### config.mk
export PLATFORM = sky130hd
export DESIGN_NAME = pga_interface_flat
export DESIGN_NICKNAME = d
export VERILOG_FILES = /design/src/rtl/pga_pkg.sv /design/src/rtl/pga_if.sv /design/src/rtl/pga_interface.sv /design/src/flat_wrapper.sv
export SDC_FILE = /design/constraint.sdc
export NUM_CORES = 1
export LEC_CHECK = 0
export ABC_AREA = 1
export CAP_MARGIN = 20
export CORE_ASPECT_RATIO = 1.75
export CORE_MARGIN = 5
export CORE_UTILIZATION = 30
export CTS_CLUSTER_SIZE = 30
export DETAILED_ROUTE_END_ITERATION = 10
export GPL_TIMING_DRIVEN = 0
export PLACE_DENSITY_LB_ADDON = 0.3
export SLEW_MARGIN = 0
export SYNTH_ARGS = -nofsm -noshare
export SYNTH_HDL_FRONTEND = slang
export SYNTH_SLANG_ARGS = --single-unit
export TNS_END_PERCENT = 20
### constraint.sdc
create_clock -name sck -period 1.95 [get_ports sck]
set_input_delay 0.585 -clock sck [delete_from_list [all_inputs] [get_ports sck]]
set_output_delay 0.585 -clock sck [all_outputs]
set_load 0.03 [all_outputs]
### src/rtl/pga_pkg.sv
// Shared types and constants for the PGA serial write interface.
package pga_pkg;

  localparam int PGA_CODE_W = 8;

  typedef enum logic [1:0] {
    IDLE  = 2'd0,
    SHIFT = 2'd1,
    HOLD  = 2'd2
  } pga_state_t;

endpackage

### src/rtl/pga_if.sv
// Request/serial bundle between gain control and the PGA write port.
interface pga_if
  import pga_pkg::*;
#(
  parameter int CODE_W = PGA_CODE_W
);

  logic [CODE_W-1:0] code_i;
  logic              set_i;
  logic              ready_o;
  logic              cs_n;
  logic              miso;

  modport master (
    output code_i,
    output set_i,
    input  ready_o,
    input  cs_n,
    input  miso
  );

  modport slave (
    input  code_i,
    input  set_i,
    output ready_o,
    output cs_n,
    output miso
  );

endinterface

### src/rtl/pga_interface.sv
// Serial write-only PGA gain interface clocked directly by sck.
// Control runs on rising edges, data is launched on falling edges.
module pga_interface
  import pga_pkg::*;
#(
  parameter int CODE_W  = PGA_CODE_W,
  parameter int CS_HOLD = 1
) (
  input  logic sck,
  input  logic rst,
  pga_if.slave bus
);

  localparam int CW = $clog2(CODE_W + 1);
  localparam int HW = $clog2(CS_HOLD + 1);

  localparam logic [CW-1:0] LAST_BIT  = CW'(CODE_W);
  localparam logic [HW-1:0] LAST_HOLD = HW'(CS_HOLD - 1);

  localparam logic [1:0] S_IDLE  = IDLE;
  localparam logic [1:0] S_SHIFT = SHIFT;
  localparam logic [1:0] S_HOLD  = HOLD;

  logic [1:0]        state;
  logic [CW-1:0]     bit_cnt;
  logic [HW-1:0]     hold_cnt;
  logic [CODE_W-1:0] code_q;
  logic [CODE_W-1:0] sreg;
  logic              miso_q;
  logic              launch;

  always_ff @(posedge sck or posedge rst) begin
    if (rst) begin
      state    <= S_IDLE;
      bit_cnt  <= '0;
      hold_cnt <= '0;
      code_q   <= '0;
    end else begin
      unique case (1'b1)
        (state == S_IDLE): begin
          if (bus.set_i) begin
            code_q  <= bus.code_i;
            bit_cnt <= '0;
            state   <= S_SHIFT;
          end
        end
        (state == S_SHIFT): begin
          if (bit_cnt == LAST_BIT) begin
            hold_cnt <= '0;
            state    <= S_HOLD;
          end else begin
            bit_cnt <= bit_cnt + 1'b1;
          end
        end
        (state == S_HOLD): begin
          if (hold_cnt == LAST_HOLD) begin
            state <= S_IDLE;
          end else begin
            hold_cnt <= hold_cnt + 1'b1;
          end
        end
        default: state <= S_IDLE;
      endcase
    end
  end

  // Bit k is launched half a cycle before sampling edge k+1.
  assign launch = (state == S_SHIFT) && (bit_cnt != LAST_BIT);

  always_ff @(negedge sck or posedge rst) begin
    if (rst) begin
      sreg   <= '0;
      miso_q <= 1'b0;
    end else if (launch) begin
      if (bit_cnt == '0) begin
        {miso_q, sreg} <= {code_q, 1'b0};
      end else begin
        {miso_q, sreg} <= {sreg, 1'b0};
      end
    end else begin
      sreg   <= '0;
      miso_q <= 1'b0;
    end
  end

  assign bus.ready_o = (state == S_IDLE);
  assign bus.cs_n    = (state != S_SHIFT);
  assign bus.miso    = miso_q;

endmodule

### src/flat_wrapper.sv
// flat-port wrapper written by rule: the top's interface ports become plain ports
module pga_interface_flat import pga_pkg::*;
#(
  parameter int CODE_W  = PGA_CODE_W,
  parameter int CS_HOLD = 1
)
  (sck, rst, bus_code_i, bus_set_i, bus_ready_o, bus_cs_n, bus_miso);
  pga_if #(.CODE_W(CODE_W)) bus_i ();
  input  logic sck;
  input  logic rst;
  input wire logic [$bits(bus_i.code_i)-1:0] bus_code_i;
  input wire logic [$bits(bus_i.set_i)-1:0] bus_set_i;
  output wire logic [$bits(bus_i.ready_o)-1:0] bus_ready_o;
  output wire logic [$bits(bus_i.cs_n)-1:0] bus_cs_n;
  output wire logic [$bits(bus_i.miso)-1:0] bus_miso;
  assign bus_i.code_i = bus_code_i;
  assign bus_i.set_i = bus_set_i;
  assign bus_ready_o = bus_i.ready_o;
  assign bus_cs_n = bus_i.cs_n;
  assign bus_miso = bus_i.miso;
  pga_interface #(.CODE_W(CODE_W), .CS_HOLD(CS_HOLD)) u_core (.sck(sck), .rst(rst), .bus(bus_i));
endmodule
==> flow_summary.rst, run 1 <==
.. list-table::
   :header-rows: 1

   * - Metric
     - Value
   * - Status
     - finished with violations
   * - Violated checks
     - negative setup slack
   * - Final Hold Viols
     - 0
   * - Residual DRC count
     - 0
   * - Hold/Removal Path Class
     - in2async
   * - Clk_skew
     - 0.0148 ns
   * - EDFF count, synth
     - 0
   * - Non-filler instance count after layout
     - 170
   * - Combinational family with the most area after synthesis
     - simple AND/OR/NAND/NOR gates
   * - Number of detailed-route iterations in the first pass
     - 4
   * - Syn nets
     - 118
   * - Dominant cell by count in the synthesized netlist
     - sky130_fd_sc_hd__nand2_1
   * - Layout overhead on the synthesized area
     - 34.4%
   * - Placed cell count
     - between 150 and 200
   * - Placer's final routability congestion estimate
     - 0.798
   * - Xor-xnor portion of the synthesized cell area
     - less than 1%
   * - Max-slew headroom
     - 69.2%
   * - Largest net degree at the start of global routing
     - 23
   * - Final routed wire length divided by cell count
     - 11.5 um
   * - Port bufs
     - 12
   * - Ports
     - 14
   * - Share of Yosys cell area claimed by the top area cell type
     - 36.5%
   * - Skew-Pair Late Insertion Delay
     - 0.28 ns
   * - Prevailing post-synth register cell
     - sky130_fd_sc_hd__dfrtp_1
   * - Die Span Y
     - roughly 85 um
   * - Flip-flop and latch count after synthesis
     - 22
   * - Highest ir drop seen on vdd
     - 0.709 mV
   * - Worst Hold Slack
     - 0.365 ns
   * - Longest individual stage delay on the worst path
     - 0.40 ns
   * - Global-route wire length before repair
     - 3440 um
   * - Sequential fraction of the synthesis area
     - 57.3%
   * - Endpoints failing setup
     - 9
   * - Endpoint type of the worst setup path
     - output port
   * - Area share of fa/ha/maj cells after synthesis
     - 2.60%
   * - Wire length reported by the detailed router
     - 1950 um
   * - Row cnt
     - 27
   * - H-Tree Level Count
     - 1
   * - Worst-path maximum fanout
     - 1
   * - Unique masters post-synth
     - 16
   * - Unrepaired setup endpoints after global routing
     - true
   * - Static power due to leakage
     - 0.622 nW
   * - Number of global-route vias before repair
     - slightly above 800
   * - Signal arrival time at the worst endpoint
     - 1.79 ns
   * - Clock tree from TritonCTS
     - yes
   * - Leading post-synthesis cells by instance count
     - sky130_fd_sc_hd__nand2_1, sky130_fd_sc_hd__dfrtp_1, sky130_fd_sc_hd__nand3_1
   * - Worst Path Buf+Inv
     - 1
   * - Portion of netlist area occupied by mux cells
     - 0%
   * - Number of clock sinks
     - 22
   * - Share of flip-flops with an asynchronous set or reset after synthesis
     - 100%
   * - Final setup slack of the worst path
     - -0.422 ns
   * - Worst setup SP type
     - flop
   * - CTS buffer count
     - 3
   * - Mean area per synthesized cell
     - 9.15 um2
   * - Max Root-Sink Buffers
     - 2
   * - Post-Synthesis Cells
     - between 100 and 150
   * - Number of pins exceeding their max-slew limit in the final report
     - 0
   * - Quantity of hold-fixing buffers added after cts
     - 0
   * - Top cells by area in the synthesized netlist
     - sky130_fd_sc_hd__dfrtp_1, sky130_fd_sc_hd__dfrtn_1, sky130_fd_sc_hd__nand2_1
   * - Compound-Gate Fraction of Synth Area
     - 5.21%
   * - Global-route usage over all layers
     - roughly a tenth
   * - Die X
     - 52.8 um
   * - Critical path required time
     - 1.36 ns
   * - Detailed placement HPWL
     - between 1000 and 1500 um
   * - Grt total ovfl
     - 0
   * - Top Family by Delay on Critical Path
     - flip-flops
   * - Fraction of layout instances using a drive strength above 1
     - around 22%
   * - Cells traversed along the worst timing path
     - buf_6
   * - Number of inserted diodes
     - 0
   * - Cell at the slowest stage of the critical path
     - sky130_fd_sc_hd__dfrtn_1
   * - Root cell of the clock tree
     - sky130_fd_sc_hd__clkbuf_8
   * - Basic-gate share of the synthesized area counting and, or, nand and nor cells
     - about 30%
   * - Die ar.
     - roughly 4500 um2
   * - Pwr per Cell Area
     - 1590 nW/um2
   * - Number of vias per cell
     - around 4.4
   * - YS warnings
     - 0
   * - Clock-pin slew of the registers on the worst-case setup and hold paths
     - ~0.080 ns
   * - DRC violation total after the first TritonRoute iteration
     - 7
   * - Effective utilization at floorplan
     - 30.9%
   * - Slew at the pin closest to its max-slew limit
     - 0.461 ns
   * - Library cell occupying the most area in the post-synthesis netlist
     - sky130_fd_sc_hd__dfrtp_1
   * - CORE AREA
     - 3110 um2
   * - Netlist area before placement
     - 961 um2
   * - Critical path type
     - reg2out
   * - Number of antenna violations at the first check in global routing
     - 0
   * - Routed vias
     - 756
   * - Number of nets still failing antenna checks after routing
     - 0
   * - NumNets Final
     - 141
   * - Max-cap violation count
     - 0
==> stage by stage <==
stage	setup TNS, ns	setup slack (ns)	power, W	cell area [um2]	utilization (%)
floorplan	-1.02	-0.143	0.00127	968	-
global placement	-7.01	-0.644	0.00145	1140	36.8
detailed placement	-7.50	-0.650	0.00147	1140	36.8
CTS	-1.61	-0.433	0.00195	1240	39.8
global route	-2.08	-0.439	0.00221	1290	41.5
finish	-1.51	-0.422	0.00205	1290	41.5
==> worst paths after layout <==
check                      slack, ns          endpoint  cells after the start         startpoint
setup reg to reg               -0.17    u_core.sreg[2]                      5  u_core.bit_cnt[0]
max in group asynchronous       0.42    u_core.sreg[1]                      2                rst
hold / removal                  0.36  u_core.code_q[7]                      2                rst
min in group sck                0.47  u_core.code_q[0]                      2   u_core.code_q[0]
setup / recovery               -0.42          bus_miso                      1    u_core.bus.miso
hold reg to reg                 0.47  u_core.code_q[0]                      2   u_core.code_q[0]
==> cells by family (layout without fill, tap and decap cells) <==
group / count (synthesis) / count (layout)
and+or+nand+nor: 60 / 60
DFF: 22 / 22
AOI/OAI and AO/OA: 10 / 10
buffers and inverters: 10 / 32
adders and majority gates: 2 / 2
xor gates and xnor gates: 1 / 1
==> flip-flops by register name (all words and copies together) (netlist names) <==
name	cells
u_core.bit_cnt	4
u_core.bus.miso	1
u_core.code_q	8
u_core.sreg	7
u_core.state	2
==> power breakdown <==
| group | internal (W) | leakage [nW] | switching (W) |
|---|---|---|---|
| clock | 0.000274 | 0.0357 | 0.000150 |
| combinational | 0.000360 | 0.305 | 0.000504 |
| sequential | 0.000648 | 0.281 | 0.000117 |
==> cell usage in the layout (no fill, tap or decap), types with 2 or more instances in the layout <==
master                             n
sky130_fd_sc_hd__nand2_1          37
sky130_fd_sc_hd__dfrtp_1          13
sky130_fd_sc_hd__nand3_1          12
sky130_fd_sc_hd__a21oi_1           8
sky130_fd_sc_hd__clkdlybuf4s50_1   8
sky130_fd_sc_hd__dfrtn_1           8
sky130_fd_sc_hd__buf_4             6
sky130_fd_sc_hd__inv_2             4
sky130_fd_sc_hd__nand2_4           3
sky130_fd_sc_hd__inv_1             3
sky130_fd_sc_hd__nor2_1            3
sky130_fd_sc_hd__clkbuf_8          3
sky130_fd_sc_hd__nor2_4            2
sky130_fd_sc_hd__o21ai_1           2
==> per-layer routing <==
layer / vias to the layer above / wire [um] / global-route usage (%)
met5: - / 0 / 0
met4: 0 / 74 / 7.67
li1: 376 / - / -
met2: 11 / 1070 / 17.4
met1: 364 / 791 / 10.9
met3: 5 / 20 / 0.527
==> timing repair <==
action,CTS,global route
pin swaps,3,1
buffers inserted,0,6
endpoints found under the setup margin,19,13
gates resized for setup,16,5
==> area by class of cell <==
class,instances,area [um2]
fill,313,1820
sequential,22,552
multi-input combinational,73,397
timing repair buffer,18,170
tap,43,53.8
inverter,9,42.5
clock buffer,3,41.3
clock inverter,1,30.0
buffer,1,5.00
Power figures use the tool's default switching activity.
==> run 2: changes to the inputs <==
- CTS_BUF_LIST: not set -> sky130_fd_sc_hd__clkbuf_16
- DONT_BUFFER_PORTS: not set -> 1
==> run 2 against run 1 <==
Net effect: the run still ends with negative setup slack left; flip-flop and latch count unchanged; wire length fell by 7.9%; global-route usage down 0.25 points; power is 1.2% lower; critical endpoint unchanged; cell count is 11% lower; sequential power rose by 2.6%; first-iteration DRC count is 29% higher; clock-buffer cell count unchanged; die area unchanged; largest power group is now registers.
==> flow_summary.rst, run 2 (synthesized netlist as in run 1, its figures left out) <==
.. list-table::
   :header-rows: 1

   * - Metric
     - Value
   * - Status
     - finished with violations (unchanged)
   * - Violated checks
     - negative setup slack (unchanged)
   * - Hold/Removal Path Class
     - in2async (unchanged)
   * - H-Tree Level Count
     - 1 (unchanged)
   * - Most frequent cells in the layout
     - sky130_fd_sc_hd__nand2_1, sky130_fd_sc_hd__dfrtp_1, sky130_fd_sc_hd__nand3_1 (unchanged)
   * - Number of pins exceeding their max-slew limit in the final report
     - 0 (unchanged)
   * - Worst setup SP type
     - flop (unchanged)
   * - Clock tree from TritonCTS
     - yes (unchanged)
   * - Comb power frac
     - 33.1% (was 42.1%)
   * - Max-cap violation count
     - 0 (unchanged)
   * - Worst-path maximum fanout
     - 1 (unchanged)
   * - Clock-pin slew of the registers on the worst-case setup and hold paths
     - 0.06 ns (was 0.08 ns)
   * - Worst Hold Slack
     - 0.374 ns (was 0.365 ns)
   * - NumNets Final
     - 123 (was 141)
   * - Switching part of the total
     - 36.5% (was 37.5%)
   * - Fraction of layout instances using a drive strength above 1
     - 18.3% (was 22.0%)
   * - Internal Power
     - 0.00129 W (was 0.00128 W)
   * - Port bufs
     - 0 (was 12)
   * - Placer's final routability congestion estimate
     - 0.794 (was 0.798)
   * - Quantity of hold-fixing buffers added after cts
     - 0 (unchanged)
   * - Critical path type
     - reg2out (unchanged)
   * - Placed instance area
     - 1020 um2 (was 1140 um2)
   * - Number of antenna violations at the first check in global routing
     - 0 (unchanged)
   * - Static power due to leakage
     - 0.555 nW (was 0.622 nW)
   * - Final setup slack of the worst path
     - -0.460 ns (was -0.422 ns)
   * - Final routed wire length divided by cell count
     - 11.8 um (was 11.5 um)
   * - Number of inserted diodes
     - 0 (unchanged)
   * - Post-CTS setup-driven buffer insertion count
     - 0 (unchanged)
   * - CORE AREA
     - 3110 um2 (unchanged)
   * - Wire length reported by the detailed router
     - 1800 um (was 1950 um)
   * - CTS buffer count
     - 3 (unchanged)
   * - Leading cell type in the layout, fill and taps excluded
     - sky130_fd_sc_hd__nand2_1 (unchanged)
   * - Die Span Y
     - 84.9 um (unchanged)
   * - Part of the total power dissipated in sequential elements
     - 38.7% (was 37.3%)
   * - Grt total ovfl
     - 0 (unchanged)
   * - Effective utilization at floorplan
     - 30.9% (unchanged)
   * - Max Root-Sink Buffers
     - 2 (unchanged)
   * - Row cnt
     - 27 (unchanged)
   * - Number of detailed-route iterations in the first pass
     - 3 (was 4)
   * - Number of nets still failing antenna checks after routing
     - 0 (unchanged)
   * - Unrepaired setup endpoints after global routing
     - true (unchanged)
   * - Largest net degree at the start of global routing
     - 23 (unchanged)
   * - Root cell of the clock tree
     - sky130_fd_sc_hd__clkbuf_16 (was sky130_fd_sc_hd__clkbuf_8)
   * - Pwr per Cell Area
     - 1760 nW/um2 (was 1590 nW/um2)
   * - Sw power
     - 0.000741 W (was 0.000771 W)
   * - Terminus of the critical flop-to-flop path
     - u_core.sreg[4] (was u_core.sreg[2])
   * - Endpoints failing setup
     - 8 (was 9)
   * - Share of power burned in the clock network
     - 28.2% (was 20.7%)
   * - Global-route wire length before repair
     - 3320 um (was 3440 um)
   * - Final design instance area without fill
     - 1150 um2 (was 1290 um2)
   * - Worst reg2reg path startpoint
     - u_core.bit_cnt[0] (unchanged)
   * - Reg2Reg Depth
     - 5 (unchanged)
   * - Number of flip-flops in the largest register
     - 8 (unchanged)
   * - Number of vias per cell
     - 4.53 (was 4.45)
   * - Clk_skew
     - 0.0322 ns (was 0.0148 ns)
   * - Residual DRC count
     - 0 (unchanged)
   * - Number of global-route vias before repair
     - 760 (was 814)
   * - DRC violation total after the first TritonRoute iteration
     - 9 (was 7)
   * - Detailed placement HPWL
     - 1300 um (was 1330 um)
   * - Skew-Pair Late Insertion Delay
     - 0.28 ns (about the same)
   * - Ports
     - 14 (unchanged)
   * - Layout overhead on the synthesized area
     - 19.8% (was 34.4%)
   * - Filler instances
     - 339 (was 313)
   * - Final Hold Viols
     - 0 (unchanged)
   * - Max-slew headroom
     - 45.9% (was 69.2%)
   * - Die X
     - 52.8 um (unchanged)
   * - Critical path required time
     - 1.36 ns (about the same)
   * - Highest ir drop seen on vdd
     - 0.898 mV (was 0.709 mV)
   * - Routed vias
     - 689 (was 756)
   * - Slew at the pin closest to its max-slew limit
     - 0.811 ns (was 0.461 ns)
   * - Global-route usage over all layers
     - 9.84% (was 10.1%)
   * - Internal reg-to-reg setup slack
     - -0.15 ns (was -0.17 ns)
   * - Signal arrival time at the worst endpoint
     - 1.83 ns (was 1.79 ns)
   * - Endpoint type of the worst setup path
     - output port (unchanged)
   * - Biggest register
     - u_core.code_q (unchanged)
   * - Die ar.
     - 4480 um2 (unchanged)
   * - Registers with the most flip-flops
     - u_core.code_q: 8 flops, u_core.sreg: 7 flops, u_core.bit_cnt: 4 flops (unchanged)
   * - Number of clock sinks
     - 22 (unchanged)
[run 2: worst max-delay path by stage]
stage,startpoint,depth (start not counted),slack (ns),end
2_1_floorplan,u_core.bus.miso,0,-0.14,bus_miso
3_3_place_gp,u_core.bit_cnt[0],6,-0.26,u_core.bus.miso
3_5_place_dp,u_core.bit_cnt[0],6,-0.28,u_core.bus.miso
4_1_cts,u_core.bus.miso,0,-0.47,bus_miso
5_1_grt,u_core.bus.miso,0,-0.48,bus_miso
6_report,u_core.bus.miso,0,-0.46,bus_miso
[run 2: what timing repair did]
action | in CTS | in global routing
endpoints found under the setup margin | 9 | 9
hold endpoints to repair | 0 | 0
pin swaps | 0 | 2
gates resized for setup | 5 | 2
[run 2: power groups by stage]
| stage | logic, W | registers, W | clock network, W |
|---|---|---|---|
| after global placement | 0.000599 | 0.000782 | 0 |
| after global routing | 0.000777 | 0.000813 | 0.000602 |
| after CTS | 0.000674 | 0.000784 | 0.000581 |
| after detailed placement | 0.000617 | 0.000786 | 0 |
| after floorplan | 0.000511 | 0.000760 | 0 |
| final | 0.000672 | 0.000785 | 0.000572 |
[run 2: layout make-up]
cell class / count / area (um2) / share of cell area [%]
Multi-Input combinational cell: 73 / 399 / 34.7
Clock buffer: 3 / 75.1 / 6.52
Buffer: 1 / 5.00 / 0.435
Sequential cell: 22 / 552 / 47.9
Inverter: 9 / 36.3 / 3.15
Clock inverter: 1 / 30.0 / 2.61
Tap cell: 43 / 53.8 / 4.67
[run 2: metal layers]
layer	up-vias	share of wire, %	global-route usage (%)
li1	343	-	-
met1	330	40	11.2
met4	0	3.6	6.51
met5	-	0	0
met3	5	2.2	1.93
met2	11	54	16.1
[run 2: stage by stage]
step / TNS, ns / cells / util (%) / power [W] / worst slack [ns]
4_1_cts: -1.57 / 152 / 36.9 / 0.00204 / -0.470
5_1_grt: -1.89 / 152 / 37.0 / 0.00219 / -0.477
3_5_place_dp: -3.49 / 148 / 32.9 / 0.00140 / -0.278
2_1_floorplan: -1.02 / 105 / - / 0.00127 / -0.143
6_report: -1.43 / 152 / 37.0 / 0.00203 / -0.460
3_3_place_gp: -3.12 / 148 / 32.9 / 0.00138 / -0.256
==> run 3: changes to the inputs <==
- HOLD_SLACK_MARGIN: not set -> 0.12
==> results of run 3 <==
Final layout, timing and power as in run 2 (identical DEF).
==> RTL edit, RTL diff (settings of run 2) <==
`PGA_CODE_W`: 8 -> 32.
--- a/src/rtl/pga_pkg.sv
+++ b/src/rtl/pga_pkg.sv
@@ -1,7 +1,7 @@
 // Shared types and constants for the PGA serial write interface.
 package pga_pkg;
 
-  localparam int PGA_CODE_W = 8;
+  localparam int PGA_CODE_W = 32;
 
   typedef enum logic [1:0] {
     IDLE  = 2'd0,
Interface: changed (resized bus_code_i); port bits go from 14 to 38. The function was not compared with the original's and may differ.
==> RTL edit against run 2 <==
The flow still finishes with violations (negative setup slack); worst hold slack worse by 110 ps; sequential cell count is 50 higher; worst setup slack worse by 48 ps; sequential power grew to 2.9 times the old value; power grew to 3.3 times the old value; wire length grew to 4.4 times the old value; design area rose to 3.4 times the old value; area after synthesis rose to 3.2 times the old value; critical endpoint unchanged.
==> RTL edit: results (changes against run 2) <==
Yosys cell types 22 (+6); logic gate share of total power 40.2% (+7.1 points); CTS clk-pin slew, worst paths 60 ps (about the same); net switching power 2466 uW (+230%); post-synthesis average cell area 9.147 um2 (about the same); H-Tree Depth 3 (+2); Async SR Flop Fraction 100.0% (unchanged); Worst R2R Path Depth 6 (+1); most area-consuming cells after synthesis dfrtp_1, dfrtn_1, nand2_1; sequential element share of the synthesized area 58.28% (+0.98 points); R2R setup slack -300 ps (-150 ps); DP Cell Count 466 (+210%); worst skew pair latency 340 ps (+60 ps); Fillers 1032 (+200%); Leak 0.001797 uW (+220%); gr usage total 13.80% (+4.0 points); Hold WS 262.3 ps (-111.9 ps); Final Instance Area 0.003881 mm2 (+240%); seq pwr 2300 uW (+190%); placed inst area 0.003299 mm2 (+220%); layout cells sized above 1 21.35% (+3.0 points); largest net degree at the start of global routing 38 (+65%); Final Skew 12.36 ps (-19.79 ps); R2R Path Start u_core.state[0]; Worst R2R End u_core.sreg[18]; Net count, final 402 (+230%); First-pass DRT Iterations 4 (+1); synth cell count leaders nand2_1, nand3_1, dfrtp_1; violated checks negative setup slack; final non-filler cell total 497 (+230%); Post-Syn Nets 375 (+220%); Synth warnings 0 (unchanged); Peak VDD IR 0.7784 mV (-13%); biggest regs u_core.code_q: 32 flops, u_core.sreg: 31 flops, u_core.bit_cnt: 6 flops; drt initial violations 107 (+98); vias in the first global route 2532 (+230%); Hold Path Class input port to async pin; hpwl dp 5606 um (+330%); Routed Wire Length 7857 um (+340%); pre-CTS setup slack -543.3 ps (-265.3 ps); Worst EP arrival 1870 ps (+40 ps); CTS max path bufs 2 (unchanged); status finished, violations left; Final Setup Violations 33 (+25); Slew HR 46.54% (+0.64 points); sw frac 36.68% (+0.14 points); global-route wire length before repair 12940 um (+290%); placer congestion estimate 0.7650 (-3.6%); Die Span X 86.74 um (+64%); TNS Setup -9785 ps (-8354 ps); Num CTS Buffers 9 (+6); Via-to-Cell Ratio 4.883 (+7.7%); final worst setup slack -507.6 ps (-47.51 ps)
[RTL edit: cell types whose count changed after synthesis, moves of 10 or more]
cell / change
clkbuf_1: +11
dfrtn_1: +24
a21oi_2: +10
nand2_1: +71
buf_2: +13
dfrtp_1: +26
nand4_1: +31
nand3_1: +30
a21oi_1: +14
[RTL edit: timing repair]
item | CTS | global route
setup endpoints to repair | 34 | 42
setup buffers | 10 | 6
resized for setup | 35 | 10
gates cloned | 1 | 0
pin swaps | 4 | 6
[RTL edit: layout make-up]
type / instances / area (um2) / share of cell area (%)
multi-input combinational: 231 / 1201 / 30.95
sequential: 72 / 1805 / 46.52
inverter: 8 / 37.54 / 0.9671
buffer: 25 / 181.4 / 4.674
clock inverter: 5 / 46.29 / 1.193
tap: 127 / 158.9 / 4.094
timing repair buffer: 18 / 175.2 / 4.513
clock buffer: 11 / 275.3 / 7.092
[RTL edit: cell families after synthesis]
family	count (synthesis)	synth area share (%)
simple gates	194	28.57
compound gates	35	7.042
flops	72	58.28
fa+ha+maj	2	0.8093
buf+inv	35	5.302
[RTL edit: worst max-delay path by stage]
stage                       from         endpoint  slack [ps]  cells after the start
2_1_floorplan  u_core.bit_cnt[0]  u_core.sreg[10]        -380                      8
3_3_place_gp                 rst   u_core.sreg[3]        -710                      1
3_5_place_dp   u_core.bit_cnt[0]  u_core.sreg[18]        -540                      8
4_1_cts          u_core.bus.miso         bus_miso        -520                      0
5_1_grt          u_core.bus.miso         bus_miso        -530                      0
6_report         u_core.bus.miso         bus_miso        -510                      0
[RTL edit: layer usage]
layer,GRT usage [%],part of all wire [%],vias up
li1,-,-,1196
met1,14.84,39,1183
met2,24.29,54,33
met3,3.763,3.6,15
met4,7.307,3.1,0
met5,0,0,-
